===== src/rtl/median_pkg.sv =====
// Shared types, defaults and helpers for the streaming median filter.
package median_pkg;

  typedef enum logic {LOAD, COMPUTE} med_state_t;

  localparam int DATA_W_DEF = 8;
  localparam int N_DEF      = 9;

  // Number of max-extraction passes needed to reach the median of n samples.
  function automatic int passes(input int n);
    return (n + 1) / 2;
  endfunction

endpackage


===== src/rtl/median_cmp_swap.sv =====
// Compare the chain tail with the running maximum; the larger value stays in MAX
// and the smaller one is recirculated to the head of the chain.
module median_cmp_swap #(
  parameter int DATA_W = 8
) (
  input  logic [DATA_W-1:0] tail,
  input  logic [DATA_W-1:0] max,
  output logic [DATA_W-1:0] new_max,
  output logic [DATA_W-1:0] to_head
);

  logic take_tail;

  // Strict compare: on a tie the tail recirculates, so exactly one copy is removed per pass.
  assign take_tail = tail > max;
  assign new_max   = take_tail ? tail : max;
  assign to_head   = take_tail ? max  : tail;

endmodule


===== src/rtl/median_stream.sv =====
// Collects a window of N serial samples and finds their median by repeated
// max-extraction over a rotating register chain.
module median_stream
  import median_pkg::*;
#(
  parameter int DATA_W = DATA_W_DEF,
  parameter int N      = N_DEF
) (
  input  logic              clk,
  input  logic              rst,
  input  logic              din_valid,
  input  logic [DATA_W-1:0] din,
  output logic              ready,
  output logic [DATA_W-1:0] dout,
  output logic              dout_valid
);

  localparam int CNT_W     = $clog2(N + 1);
  localparam int PASS_W    = $clog2(passes(N) + 1);
  localparam int LAST_PASS = (N - 1) / 2;

  med_state_t        state, state_next;
  logic [CNT_W-1:0]  count;
  logic [CNT_W-1:0]  cyc;
  logic [PASS_W-1:0] pass;
  logic [DATA_W-1:0] chain [N];
  logic [DATA_W-1:0] max_q;

  logic              take;
  logic              last_sample;
  logic              last_cyc;
  logic              final_pass;
  logic [DATA_W-1:0] new_max;
  logic [DATA_W-1:0] to_head;

  median_cmp_swap #(.DATA_W(DATA_W)) u_cmp_swap (
    .tail    (chain[N-1]),
    .max     (max_q),
    .new_max (new_max),
    .to_head (to_head)
  );

  assign ready = (state == LOAD);

  // NOTE: every always_comb output gets a default first so no path can infer a latch.
  always_comb begin
    state_next  = state;
    take        = (state == LOAD) && din_valid;
    last_sample = (count == CNT_W'(N - 1));
    last_cyc    = (cyc == CNT_W'(N - 1));
    final_pass  = (pass == PASS_W'(LAST_PASS));
    case (state)
      LOAD:    if (take && last_sample)     state_next = COMPUTE;
      COMPUTE: if (last_cyc && final_pass)  state_next = LOAD;
    endcase
  end

  // NOTE: registers use non-blocking assignments so every update sees pre-edge values;
  // the chain is plain flops, not a RAM, so resetting it to zero is cheap and intended.
  always_ff @(posedge clk or posedge rst) begin
    if (rst) begin
      state      <= LOAD;
      count      <= '0;
      cyc        <= '0;
      pass       <= '0;
      max_q      <= '0;
      dout       <= '0;
      dout_valid <= 1'b0;
      for (int i = 0; i < N; i++) chain[i] <= '0;
    end else begin
      state      <= state_next;
      dout_valid <= 1'b0;
      case (state)
        LOAD: begin
          if (take) begin
            chain[0] <= din;
            for (int i = 0; i < N - 1; i++) chain[i+1] <= chain[i];
            if (last_sample) begin
              count <= '0;
              cyc   <= '0;
              pass  <= '0;
              max_q <= '0;
            end else begin
              count <= count + CNT_W'(1);
            end
          end
        end
        COMPUTE: begin
          chain[0] <= to_head;
          for (int i = 0; i < N - 1; i++) chain[i+1] <= chain[i];
          if (!last_cyc) begin
            cyc   <= cyc + CNT_W'(1);
            max_q <= new_max;
          end else if (!final_pass) begin
            // A fresh MAX of 0 starts the next pass; the extracted maximum is discarded.
            cyc   <= '0;
            pass  <= pass + PASS_W'(1);
            max_q <= '0;
          end else begin
            max_q      <= new_max;
            dout       <= new_max;
            dout_valid <= 1'b1;
            count      <= '0;
          end
        end
      endcase
    end
  end

endmodule

===== config.mk =====
export PLATFORM = sky130hd
export DESIGN_NAME = median_stream
export DESIGN_NICKNAME = d
export VERILOG_FILES = /design/src/rtl/median_pkg.sv /design/src/rtl/median_cmp_swap.sv /design/src/rtl/median_stream.sv
export SDC_FILE = /design/constraint.sdc
export NUM_CORES = 1
export LEC_CHECK = 0
export ABC_AREA = 1
export CAP_MARGIN = 20
export CORE_MARGIN = 8
export CORE_UTILIZATION = 35
export CTS_BUF_LIST = sky130_fd_sc_hd__clkbuf_8
export DETAILED_ROUTE_END_ITERATION = 8
export PLACE_DENSITY = 0.61
export SYNTH_ARGS = -nofsm -noshare
export SYNTH_HDL_FRONTEND = slang
export SYNTH_SLANG_ARGS = --single-unit

===== constraint.sdc =====
create_clock -name clk -period 9.49 [get_ports clk]
set_input_delay 1.898 -clock clk [delete_from_list [all_inputs] [get_ports clk]]
set_output_delay 1.898 -clock clk [all_outputs]
set_load 0.01 [all_outputs]

* Yosys cells after proc, flatten, opt, wreduce, memory -nomap -nowiden
Cells that the tools add are included.
Word-level totals: word-level logic and storage cells 68, output and inout bits 10, bits of input ports 11, register bits after elaboration 101
Cells by class: multiplexer cells 30, reduce and logical (&&, ||, !) cells 8, add/sub/neg operators 3, bitwise logic cells 1, $lt $le $gt $ge 1, equality and inequality tests 9
Operators with widths (number):
- $pmux 72 s2 | 1
- $mux 72 | 1
- $mux 8 | 6
- $mux 4 | 8
- $pmux 4 s2 | 2
- $pmux 8 s2 | 1
- $mux 3 | 4
- $reduce_and 3->1 | 3
- $add 4x1->4 const B | 2
- $eq 4x4->1 const B | 2
- $gt 8x8->1 | 1
- $ne 2x1->1 const B | 4
- $pmux 3 s2 | 1
- $mux 1 | 5
- $reduce_and 4->1 | 1
- $add 3x1->3 const B | 1
- $eq 3x3->1 const B | 1
- $logic_and 1x1->1 | 3
- $ne 3x3->1 const B | 1
- $ne 2x2->1 const B | 1
- $pmux 1 s2 | 1
- $reduce_and 2->1 | 1
- $not 1->1 | 1

* Logic depth before layout (Yosys ltp)
Gate-level depths: netlist of run 1.
depth after elaboration 5, mapped depth 14, mapped depth without buffers 13

* Cells and area by module
From an unflattened synthesis of run 1, not the netlist that was laid out.
Second synthesis, totals: cell total of the unflattened synthesis 557, area, all modules 4668.2 um^2
Modules (own cells, without submodules):
- median_stream | cells an instance 470, sequential area each 2527.4 um^2, instances 1, area an instance 4126.5 um^2
- median_cmp_swap | cells an instance 87, sequential area each 0.0 um^2, instances 1, area an instance 541.8 um^2

* Worst setup path before layout of run 1
No wires, ideal clock.
path kind input -> register, start point in din_valid, end point reg count[3], path buffers 0, slack 6.623 ns, required time 9.364 ns, arrival time 2.741 ns, stages on the path 6, library setup time 0.126 ns, cell sequence inv_1 -> nor2_1 -> inv_1 -> nand2_2 -> and3_1 -> nor3_2
Between the ends: word-level cells in the longest chain between the ends 3
Ends and longest elaborated chain:
- start, declared | RTL line median_stream.sv:11 | input logic din_valid,
- $logic_and 1x1->1 | RTL line median_stream.sv:48 | take = (state == LOAD) && din_valid;
- $ne 2x1->1 (no source line)
- $reduce_and 3->1 (no source line)
- end signal, assigned | RTL line median_stream.sv:84 | count <= count + CNT_W'(1);
- end, declared | RTL line median_stream.sv:23 | logic [CNT_W-1:0] count;
Every way passes these cells. A chain may end at the register's enable or synchronous reset.

* Final worst setup path of run 1
start point in din_valid, end point reg chain[48] (netlist bit)
Between the ends: word-level cells in the longest chain between the ends 2
Ends and longest elaborated chain:
- $logic_and 1x1->1 | RTL line median_stream.sv:48
- $ne 2x1->1 (no source line)
- end, declared | RTL line median_stream.sv:26 | logic [DATA_W-1:0] chain [N];
Every way passes these cells.

==> results.json, run 1 <==
{
  "crit_required_ns": 9.72,
  "worstSetupPathType": "in2reg",
  "first_iter_violations": 257,
  "rr_endpoint": "chain[48]$_DFFE_PP0P_",
  "fin_area_mm2": 0.00498,
  "drtPass1Iterations": 4,
  "slew_viol_final": 0,
  "critPathSlowestCell": "clkinv_1",
  "die_y_um": 129,
  "path_buf_inv": 4,
  "synth_nets": 520,
  "via_per_inst": 4.51,
  "rows": 41,
  "gp_congestion": 0.780,
  "wire_per_inst_um": 11.9,
  "slowest_delay_ns": 0.74,
  "core-area_mm2": 0.0125,
  "period_needed_ns": 4.02,
  "status": "complete, no violations",
  "critPathCaptureType": "register",
  "synth_common_cells": "nand2_1 (190), dfrtp_1 (101), o21ai_0 (50), inv_1 (41), a21oi_1 (16)",
  "power_density_mw_per_mm2": 306,
  "whs_path_depth": 2,
  "dp_slack_ns": 5.08,
  "ioPinCount": 21,
  "synth-edff-count": 0,
  "synthToLayoutAreaGrowth_pct": 11.9,
  "fin_setup_tns_ns": 0,
  "drv_cap": 0,
  "synth_area_per_cell_um2": 8.99,
  "die_x_um": 129,
  "cts_tree": "yes",
  "cts.sinks": 101,
  "slew_headroom_pct": 44.7,
  "grt_util_all_layers_pct": 10.8,
  "critPathMaxFanout": 69,
  "async_flop_share_pct": 100,
  "drcViolationCount": 0,
  "peakVddDrop_v": 0.0000824,
  "ys_types": 31,
  "synth.area.top_cells": "dfrtp_1 (57%), nand2_1 (16%), o21ai_0 (5.6%)",
  "worstReg2RegStart": "state$_DFF_PP0_",
  "grt_setup_unrepaired": "false",
  "placed_cell_area_mm2": 0.00478,
  "cts_root_buf": "clkbuf_8",
  "yosysWarnings": 0,
  "dieArea_mm2": 0.0166,
  "worst_pin_slew_ns": 0.829,
  "whs_ns": 0.477,
  "fin_crit_sh_pct": 42.3,
  "hold_path.class": "reg2reg",
  "reg2regPathDepth": 6,
  "synth_seq_area_share_pct": 56.8,
  "path_cells": "clkdlybuf4s50_1 > inv_1 > nand2_8 > clkinv_1 > buf_4 > nand2_1 > o21ai_0",
  "critPathArrivalTime_ns": 4.24,
  "grt_max_degree": 70,
  "antenna_found_initial": 0,
  "diodes": 0,
  "critPathLaunchType": "input pin",
  "postCtsHoldBufs": 0,
  "initial_core_util_pct": 35.6,
  "regToRegSetupSlack_ns": 6.62,
  "worst_slack_ns": 5.47,
  "htreeDepth": 3,
  "drive_gt1_share_pct": 6.81,
  "hp-start": "chain[21]$_DFFE_PP0P_",
  "synthesis.area_mm2": 0.00445,
  "wl_um": 8170,
  "cts_resized": 0,
  "synthCells": 495,
  "num-nets-final": 534,
  "clockBufferDepth": 2,
  "yosys.area.top_type": "dfrtp_1",
  "clk_pin_slew_ns": 0.10,
  "synth_most_common_cell": "nand2_1",
  "overflow": 0,
  "synth_top_area_share_pct": 56.8,
  "worstSkewPairLatency_ns": 0.36,
  "final_core_util_pct": 39.8,
  "final.setup_skew_ns": 0.0141,
  "p_total_mw": 1.52,
  "portBuffers": 20,
  "power_leakage_nw": 2.50,
  "placed_cells": 670,
  "grt_pass1_vias": 3049,
  "hold_viol_final": 0,
  "dpl.hpwl_um": 5500,
  "clock.fmax_ghz": 0.249,
  "dr_total_vias": 3095,
  "postRouteAntennaNets": 0,
  "whs_endpoint": "chain[21]$_DFFE_PP0P_",
  "cp_top_family": "buffers and inverters",
  "setup_violations": 0,
  "grt_pass1_wl_um": 14500,
  "post-cts-setup-buffers": 0,
  "numCtsBuffers": 9,
  "synth_seq_cells": 101,
  "stdcell_count": 686,
  "synth_ff_type": "dfrtp_1"
}
==> worst max path at each step <==
stage / cells past startpoint / slack (ns) / to / startpoint
finish: 7 / 5.47 / chain[48]$_DFFE_PP0P_ / din_valid
global route: 6 / 5.17 / chain[48]$_DFFE_PP0P_ / din_valid
CTS: 6 / 5.47 / chain[48]$_DFFE_PP0P_ / din_valid
detailed placement: 7 / 5.08 / chain[48]$_DFFE_PP0P_ / din_valid
global placement: 7 / 5.15 / chain[48]$_DFFE_PP0P_ / din_valid
floorplan: 1 / 4.94 / chain[0]$_DFFE_PP0P_ / rst
==> worst min-delay path: stages, from the launching register on <==
cell	delay [ns]
dfrtp_1	0.36
nand2_1	0.05
nand2_1	0.04
==> layout make-up <==
type	count	area, um^2
fill	1290	7540
timing repair buffer	22	215
tap	172	215
sequential	101	2530
inverter	44	173
clock buffer	10	138
clock inverter	6	61.3
multi-input combinational	331	1650
==> power breakdown <==
group | internal [mW] | leakage (nW) | switching (mW)
Clock | 0.130 | 0.108 | 0.151
Combinational | 0.187 | 1.09 | 0.333
Sequential | 0.608 | 1.31 | 0.116
Total | 0.925 | 2.50 | 0.600
==> metal layers <==
metal / part of all wire (%) / routed length (um) / global-route usage, % / vias to the layer above
met2: 46 / 3730 / 17.4 / 33
met5: 0 / 0 / 0 / -
met4: 1.1 / 89 / 3.32 / 0
met3: 3.1 / 254 / 2.61 / 9
met1: 50 / 4100 / 13.9 / 1460
li1: - / - / - / 1593
==> kinds of logic after synthesis <==
logic type	after synthesis	share of synthesized area (%)
compound gates	92	11.2
fa+ha+maj	14	3.93
buf+inv	63	6.13
xor+xnor	2	0.394
flops	101	56.8
simple gates	223	21.5
==> flip-flops by register name, summed over array words and instances (netlist names) <==
name and flops:
chain 72, pass 3, count 4, max_q 8, dout 8, state 1
cyc 4, dout_valid 1
==> layout by cell type, fill, tap and decap left out, drive strengths merged, types with 2 or more instances in the layout <==
cell type	count
a22o	3
nor2	10
clkdlybuf4s50	20
ha	14
nor3	5
dfrtp	101
nand3	10
o21bai	6
o21ai	65
a21oi	17
buf	2
clkinv	3
inv	46
nand2	196
clkbuf	10
No activity file was read; power rests on OpenSTA's default activity.
==> run 2: changes to the inputs <==
clock period = 3.79 ns   (was 9.49 ns; I/O delays follow)
==> results.json, run 2 (synthesis results as in run 1) <==
{
  "status": "complete, no violations",
  "diodes": 0,
  "largest_reg_flops": 72,
  "ioPinCount": 21,
  "overflow": 0,
  "slew_viol_final": 0,
  "largest_registers": "chain: 72 flops, dout: 8 flops, max_q: 8 flops",
  "cts_root_buf": "clkbuf_8",
  "dieArea_mm2": 0.0166,
  "setup_violations": 0,
  "slew_headroom_pct": 52.9,
  "fin_setup_tns_ns": 0,
  "core-area_mm2": 0.0125,
  "portBuffers": 20,
  "grt_pass1_wl_um": 14600,
  "critPathMaxFanout": 16,
  "dpl.hpwl_um": 5510,
  "grt_pass1_vias": 3079,
  "htreeDepth": 3,
  "critPathSlowestCell": "dfrtp_1",
  "drive_gt1_share_pct": 7.17,
  "routed-wl-met3_um": 294,
  "grt_max_degree": 70,
  "drv_cap": 0,
  "path_buf_inv": 2,
  "post-cts-setup-buffers": 0,
  "period_needed_ns": 2.56,
  "hold_path.class": "reg2reg",
  "clock.fmax_ghz": 0.390,
  "mostFrequentLayoutCell": "nand2_1",
  "wl_met2_um": 3690,
  "worstSkewPairLatency_ns": 0.36,
  "power_density_mw_per_mm2": 767,
  "die_x_um": 129,
  "largest-register": "chain",
  "final.setup_skew_ns": 0.0128,
  "critPathArrivalTime_ns": 1.80,
  "crit_required_ns": 3.03,
  "initial_core_util_pct": 35.6,
  "hold_viol_final": 0,
  "num-nets-final": 536,
  "fin_crit_sh_pct": 67.6,
  "first_iter_violations": 197,
  "routed.top_layer": "met4",
  "worstSetupPathType": "reg2out",
  "wire_per_inst_um": 11.9,
  "drtPass1Iterations": 4,
  "clockBufferDepth": 2,
  "wl_met1_um": 4100,
  "grt_setup_unrepaired": "false",
  "gp_congestion": 0.796,
  "path_cells": "inv_6 > clkdlybuf4s50_1",
  "clk_pin_slew_ns": 0.09,
  "final_cell_mix": "nand2_1 (190), dfrtp_1 (101), o21ai_0 (50), inv_1 (40), clkdlybuf4s50_1 (20)",
  "worst_pin_slew_ns": 0.706,
  "cts_tree": "yes",
  "peakVddDrop_v": 0.000254,
  "drcViolationCount": 0,
  "wl_um": 8160,
  "numCtsBuffers": 9,
  "critPathCaptureType": "output pin",
  "fillers": 1281,
  "postCtsHoldBufs": 0,
  "p_total_mw": 3.83,
  "via_per_inst": 4.53,
  "dr_total_vias": 3119,
  "synthToLayoutAreaGrowth_pct": 12.2,
  "slowest_delay_ns": 0.80,
  "rows": 41,
  "postRouteAntennaNets": 0,
  "cts_resized": 0,
  "die_y_um": 129,
  "cp_top_family": "flip-flops",
  "grt_util_all_layers_pct": 10.8,
  "antenna_found_initial": 0,
  "cts.sinks": 101,
  "critPathLaunchType": "register",
  "power_leakage_nw": 2.51
}
## run 2: cell count changes in the layout (fill, tap and decap cells not counted)
cell	previous run	this run
buf_4	2	4
clkinv_4	0	2
clkbuf_8	10	9
clkinv_2	2	1
## run 2: path summary, 6_finish.rpt
check                           cells after the start  slack [ns]                   from                    end
min in group asynchronous                           2        0.86                    rst  chain[33]$_DFFE_PP0P_
worst max register to register                      6        1.60        state$_DFF_PP0_  chain[66]$_DFFE_PP0P_
worst max-delay path                                2        1.23        state$_DFF_PP0_                  ready
worst min register to register                      2        0.47  chain[15]$_DFFE_PP0P_  chain[15]$_DFFE_PP0P_
max in group asynchronous                           3        2.17                    rst    dout[1]$_DFFE_PP0P_
worst min-delay path                                2        0.47  chain[15]$_DFFE_PP0P_  chain[15]$_DFFE_PP0P_
## run 2: worst register-to-register path: cells and delay by family (launching register included)
family / cells / cell delay, ns
AOI/OAI and AO/OA: 2 / 0.37
buffers and inverters: 3 / 0.58
DFF: 1 / 0.80
and+or+nand+nor: 1 / 0.33
## run 2: final cells by class
class,count,area (um^2),area share (%)
Sequential cell,101,2530,50.6
Timing Repair Buffer,24,230,4.61
Multi-Input combinational cell,331,1650,33.1
Clock inverter,7,73.8,1.48
Tap cell,172,215,4.31
Inverter,44,173,3.46
Clock buffer,9,124,2.48
## run 2: where the power goes
part           switching, mW  internal (mW)  leakage [nW]
logic                  0.853          0.476          1.10
registers              0.290           1.52          1.31
clock network          0.379          0.309         0.105
## run 2: per-stage QoR
stage	instances	instance area [um^2]	util [%]	hold slack, ns	setup slack, ns
3_3_place_gp	672	4800	38.3	0.453	1.24
5_1_grt	688	4990	39.9	0.493	1.09
4_1_cts	688	4990	39.9	0.482	1.17
2_1_floorplan	495	4450	-	0.442	0.385
6_report	688	4990	39.9	0.474	1.23
3_5_place_dp	672	4800	38.3	0.458	1.20
## run 2: routing by layer
metal	vias up	GRT usage, %
met5	-	0
met4	0	3.73
met3	9	2.77
met2	34	16.5
met1	1475	14.5
li1	1601	-
==> RTL edit 1 (config.mk and constraints of run 1) <==
One comparison of `count` changes from == to >=.
--- a/src/rtl/median_stream.sv
+++ b/src/rtl/median_stream.sv
@@ -48,3 +48,3 @@
     take        = (state == LOAD) && din_valid;
-    last_sample = (count == CNT_W'(N - 1));
+    last_sample = (count >= CNT_W'(N - 1));
     last_cyc    = (cyc == CNT_W'(N - 1));
Function: no difference found for any inputs over 10 cycles, from zero or initial values and one cycle with rst high; that may be too few to reach the edited logic, so the function may still have changed.
==> RTL edit 1 against run 1 <==
Worst hold slack lost 0.0033 ns; final area rose by 3.1%; clock skew is 0.0053 ns lower; wire length grew 4.1%; power rose by 7.4%; worst setup slack better by 0.49 ns; non-clock buffer count grew 2; sequential cell count is the same; area after synthesis is 2.2% higher; register-to-register slack better by 0.89 ns; synthesized cell count is 1.2% higher; final cell count increased by 1.2%; sequential power decreased by 1%.
==> RTL edit 1: results (changes against run 1) <==
| Metric | Value |
|---|---|
| Synth cell count leaders | `nand2_1, dfrtp_1, inv_1, o21ai_0, o21ai_1 (was nand2_1, dfrtp_1, o21ai_0, inv_1, a21oi_1)` |
| Seq/Total Area, Yosys | `55.6% (was 56.8%)` |
| LEAKAGE | `0.00257 uW (was 0.00250 uW)` |
| Fin. max-slew vios | `0 (unchanged)` |
| Ys flop type | `dfrtp_1 (unchanged)` |
| Vias per cell | `4.53 (was 4.51)` |
| Arr. time, crit path | `1.63 ns (was 4.24 ns)` |
| Share of layout cells above drive strength 1 | `12.6% (was 6.81%)` |
| Post-synthesis mux area share | `0% (unchanged)` |
| Hold_buf cts | `0 (unchanged)` |
| Setup crit start | `state (was din_valid)` |
| Post-DP HPWL | `5.76 mm (was 5.50 mm)` |
| Biggest regs | `chain (72), dout (8), max_q (8) (unchanged)` |
| GRT Resource Usage Total | `11.1% (was 10.8%)` |
| Final Wtd Congestion | `0.753 (was 0.780)` |
| Post-Syn Nets | `526 (was 520)` |
| Adder-cell share of the synthesized area | `3.85% (was 3.93%)` |
| Post-CTS Setup Bufs | `0 (unchanged)` |
| Clock Skews | `0.00883 ns (was 0.0141 ns)` |
| Top routing layer in use | `met4 (unchanged)` |
| Critical-path top delay cell | `clkdlybuf4s50_1 (was clkinv_1)` |
| Routed wl met3 | `318 um (was 254 um)` |
| Vias in the first global route | `3082 (was 3049)` |
| Placed cells | `677 (was 670)` |
| Global-route wire length before repair | `14.9 mm (was 14.5 mm)` |
| Avg Cell Area, Syn | `9.08 sq um (was 8.99 sq um)` |
| Max stage delay on crit path | `0.54 ns (was 0.74 ns)` |
| HP Class | `flip-flop to flip-flop (unchanged)` |
| Slew @ Worst Pin | `0.763 ns (was 0.829 ns)` |
| CTS buffer count | `9 (unchanged)` |
| Routed met2 length | `3.89 mm (was 3.73 mm)` |
| Status | `complete, no violations (unchanged)` |
| Number of DRC markers in iteration 0 | `317 (was 257)` |
| Wire per inst | `12.3 um (was 11.9 um)` |
| Async SR Flop Fraction | `100% (unchanged)` |
| Library cells used by synthesis | `30 (was 31)` |
| XOR/XNOR share of the synthesized area | `0.385% (was 0.393%)` |
| Setup TNS | `0 ns (unchanged)` |
| # nets final | `542 (was 534)` |
| Largest net degree at the start of global routing | `72 (was 70)` |
| Root Driver | `clkbuf_8 (unchanged)` |
| Critical Path Fanout Max | `16 (was 69)` |
| Max VDD drop | `0.128 mV (was 0.0824 mV)` |
| Top delay family on crit path | `buffers and inverters (unchanged)` |
| Yosys warnings | `0 (unchanged)` |
| Hold Startpoint | `chain[28] (was chain[21])` |
| Worst-Skew Late Latency | `between 0.3 and 0.4 ns` |
| Reg clk slew, reported paths | `0.10 ns (about the same)` |
| PortBufs | `20 (unchanged)` |
| Htree depth | `3 (unchanged)` |
| Post-synthesis compound-gate area fraction | `12.0% (was 11.2%)` |
| Synth top area cells | `dfrtp_1, nand2_1, o21ai_0 (unchanged)` |
| CTS-repair resized insts | `0 (unchanged)` |
| WL met1 | `4.19 mm (was 4.10 mm)` |
| Drt first pass iters | `4 (unchanged)` |
| Non-Filler Instances | `694 (was 686)` |
==> RTL edit 1: through the flow <==
stage          setup slack, ns  instance area, sq um  util [%]  hold WS, ns
2_1_floorplan             4.94                  4550         -        0.442
3_3_place_gp              5.34                  4890      38.6        0.450
3_5_place_dp              5.32                  4890      38.6        0.453
4_1_cts                   5.71                  5120      40.4        0.474
5_1_grt                   5.89                  5140      40.5        0.501
6_report                  5.97                  5140      40.5        0.473
==> RTL edit 1: where the power goes <==
group | internal [uW] | switching [uW] | leakage [uW]
combinational | 211 | 399 | 0.00115
sequential | 607 | 109 | 0.00130
clock | 158 | 154 | 0.000115
==> RTL edit 1: area by class of cell <==
class / count / area, sq um
Fill cell: 1253 / 7530
Timing Repair Buffer: 24 / 243
Tap cell: 172 / 215
Multi-Input combinational cell: 333 / 1730
Clock buffer: 10 / 138
Sequential cell: 101 / 2530
Inverter: 48 / 188
Clock inverter: 6 / 92.6
==> RTL edit 1: layer usage <==
metal | global-route usage (%) | vias up
li1 | - | 1603
met1 | 14.9 | 1489
met2 | 17.2 | 39
met3 | 2.73 | 11
met4 | 3.69 | 0
met5 | 0 | -
==> RTL edit 1: worst paths after layout <==
check                           cells past startpoint  slack (ns)        end
min in group asynchronous                           2        1.90    dout[6]
worst max register to register                      9        7.51     cyc[3]
max in group asynchronous                           3        6.44  chain[35]
worst min register to register                      2        0.47  chain[20]
worst max-delay path                                3        5.97      ready
worst min-delay path                                2        0.47  chain[20]
==> RTL edit 1: worst min-delay path: stages, from the launching register on <==
cell and delay, ns:
dfrtp_1 0.36, nand2_1 0.05, nand2_1 0.04
==> RTL edit 2 (settings of run 1) <==
Made on the original files. The package constant `N_DEF` goes from 9 to 18.
--- a/src/rtl/median_pkg.sv
+++ b/src/rtl/median_pkg.sv
@@ -6,3 +6,3 @@
   localparam int DATA_W_DEF = 8;
-  localparam int N_DEF      = 9;
+  localparam int N_DEF      = 18;
 
Check against the original RTL: not equivalent (a bounded check fails within 10 cycles, from zero or initial values and one cycle with rst high).
==> RTL edit 2 against run 1 <==
Critical path type unchanged; critical endpoint is now chain[137]; highest routed layer unchanged; wire length is 68% higher; sequential share of layout area is 2.2 points higher; core utilization is 0.31 points lower; clock power is 82% higher; power is 51% higher; area after synthesis is 70% higher; worst setup slack better by 0.27 ns; combinational power is 18% higher; maximum frequency is 7.3% higher; final area is 67% higher; global-route usage is 0.38 points higher; sequential cell count is 75 higher.
==> RTL edit 2: results (changes against run 1) <==
| Metric | Value |
|---|---|
| Synth top area cells | `dfrtp_1, nand2_1, nand3_1 (was dfrtp_1, nand2_1, o21ai_0)` |
| Status | `complete, no violations (unchanged)` |
| Post-Syn Nets | `889 (was 520)` |
| Initial antenna violation count | `0 (unchanged)` |
| Library cells used by synthesis | `30 (was 31)` |
| Post-synthesis compound-gate area fraction | `3.08% (was 11.2%)` |
| Vias in the first global route | `5123 (was 3049)` |
| Max VDD drop | `0.122 mV (was 0.0824 mV)` |
| Final setup vio count | `0 (unchanged)` |
| Wire per inst | `11.9 um (about the same)` |
| Max-slew headroom | `38.4% (was 44.7%)` |
| Global-route wire length before repair | `24.4 mm (was 14.5 mm)` |
| Clock Skews | `0.0119 ns (was 0.0141 ns)` |
| Seq/Total Area, Yosys | `58.2% (was 56.8%)` |
| Htree depth | `4 (was 3)` |
| Share of layout cells above drive strength 1 | `8.60% (was 6.81%)` |
| Max stage delay on crit path | `0.71 ns (was 0.74 ns)` |
| Biggest regs | `chain (144), dout (8), max_q (8) (was chain (72), dout (8), max_q (8))` |
| Hold WS | `0.474 ns (was 0.477 ns)` |
| Critical Path Fanout Max | `81 (was 69)` |
| Arr. time, crit path | `4.09 ns (was 4.24 ns)` |
| LEAKAGE | `0.00450 uW (was 0.00250 uW)` |
| Critical-path top delay cell | `buf_4 (was clkinv_1)` |
| Max Fclk | `267 MHz (was 249 MHz)` |
| CTS max path bufs | `2 (unchanged)` |
| Post-synthesis mux area share | `0% (unchanged)` |
| Async SR Flop Fraction | `100% (unchanged)` |
| Synth cell count leaders | `nand2_1, dfrtp_1, nand3_1, inv_1, o21ai_0 (was nand2_1, dfrtp_1, o21ai_0, inv_1, a21oi_1)` |
| Max reg flops | `144 (was 72)` |
| Post-place setup slack | `5.23 ns (was 5.08 ns)` |
| Vias per cell | `4.52 (was 4.51)` |
| Post-DP HPWL | `8.45 mm (was 5.50 mm)` |
| Final Wtd Congestion | `0.750 (was 0.780)` |
| Worst-Skew Late Latency | `0.46 ns (was 0.36 ns)` |
| XOR/XNOR share of the synthesized area | `0.463% (was 0.393%)` |
| Hold Startpoint | `chain[19] (was chain[21])` |
| Adder-cell share of the synthesized area | `2.32% (was 3.93%)` |
| CTS-repair resized insts | `0 (unchanged)` |
| GRT Resource Usage Total | `11.1% (was 10.8%)` |
| CTS buffer count | `17 (was 9)` |
| FF-to-FF setup slack | `7.10 ns (was 6.62 ns)` |
| # nets final | `896 (was 534)` |
| Number of DRC markers in iteration 0 | `395 (was 257)` |
| HP Class | `flip-flop to flip-flop (unchanged)` |
| PortBufs | `20 (unchanged)` |
| Largest net degree at the start of global routing | `117 (was 70)` |
| Worst Path Class, Setup | `input pin to flip-flop (unchanged)` |
==> RTL edit 2: where the power goes <==
part	total [uW]	switching, uW	internal, uW
Combinational	614	391	223
Sequential	1170	155	1020
Clock	511	287	224
Total	2300	833	1470
==> RTL edit 2: final cells by class <==
class / count / area [sq um]
Inverter: 52 / 205
Clock buffer: 18 / 248
Timing Repair Buffer: 25 / 258
Clock inverter: 14 / 145
Tap cell: 275 / 344
Fill cell: 2162 / 12800
Sequential cell: 176 / 4400
Multi-Input combinational cell: 599 / 2720
==> RTL edit 2: worst paths after layout <==
path,endpoint,cells past startpoint
max in group asynchronous,chain[132],3
setup reg to reg,chain[137],7
hold / removal,chain[11],2
setup / recovery,chain[137],7
min in group asynchronous,chain[75],2
hold reg to reg,chain[11],2
==> RTL edit 2: worst max-delay path, delay by kind of cell <==
kind	cells	cell delay, ns
compound gates	1	0.15
simple gates	2	0.18
buf+inv	4	1.81
==> RTL edit 2: metrics by stage <==
stage / utilization, % / total power (uW) / cell area (sq um) / instances
after floorplan: - / 1680 / 7560 / 864
after global placement: 37.5 / 1790 / 7910 / 1126
final: 39.5 / 2300 / 8330 / 1159
after CTS: 39.3 / 2330 / 8300 / 1158
after global routing: 39.5 / 2500 / 8330 / 1159
after detailed placement: 37.5 / 1810 / 7910 / 1126
==> RTL edit 2: metal layers <==
metal	part of all wire, %	up-vias	track usage (%)
met5	0	-	0
met4	1.8	0	4.38
met3	2.4	19	2.70
met2	48	44	18.0
met1	47	2504	14.2
li1	-	2671	-
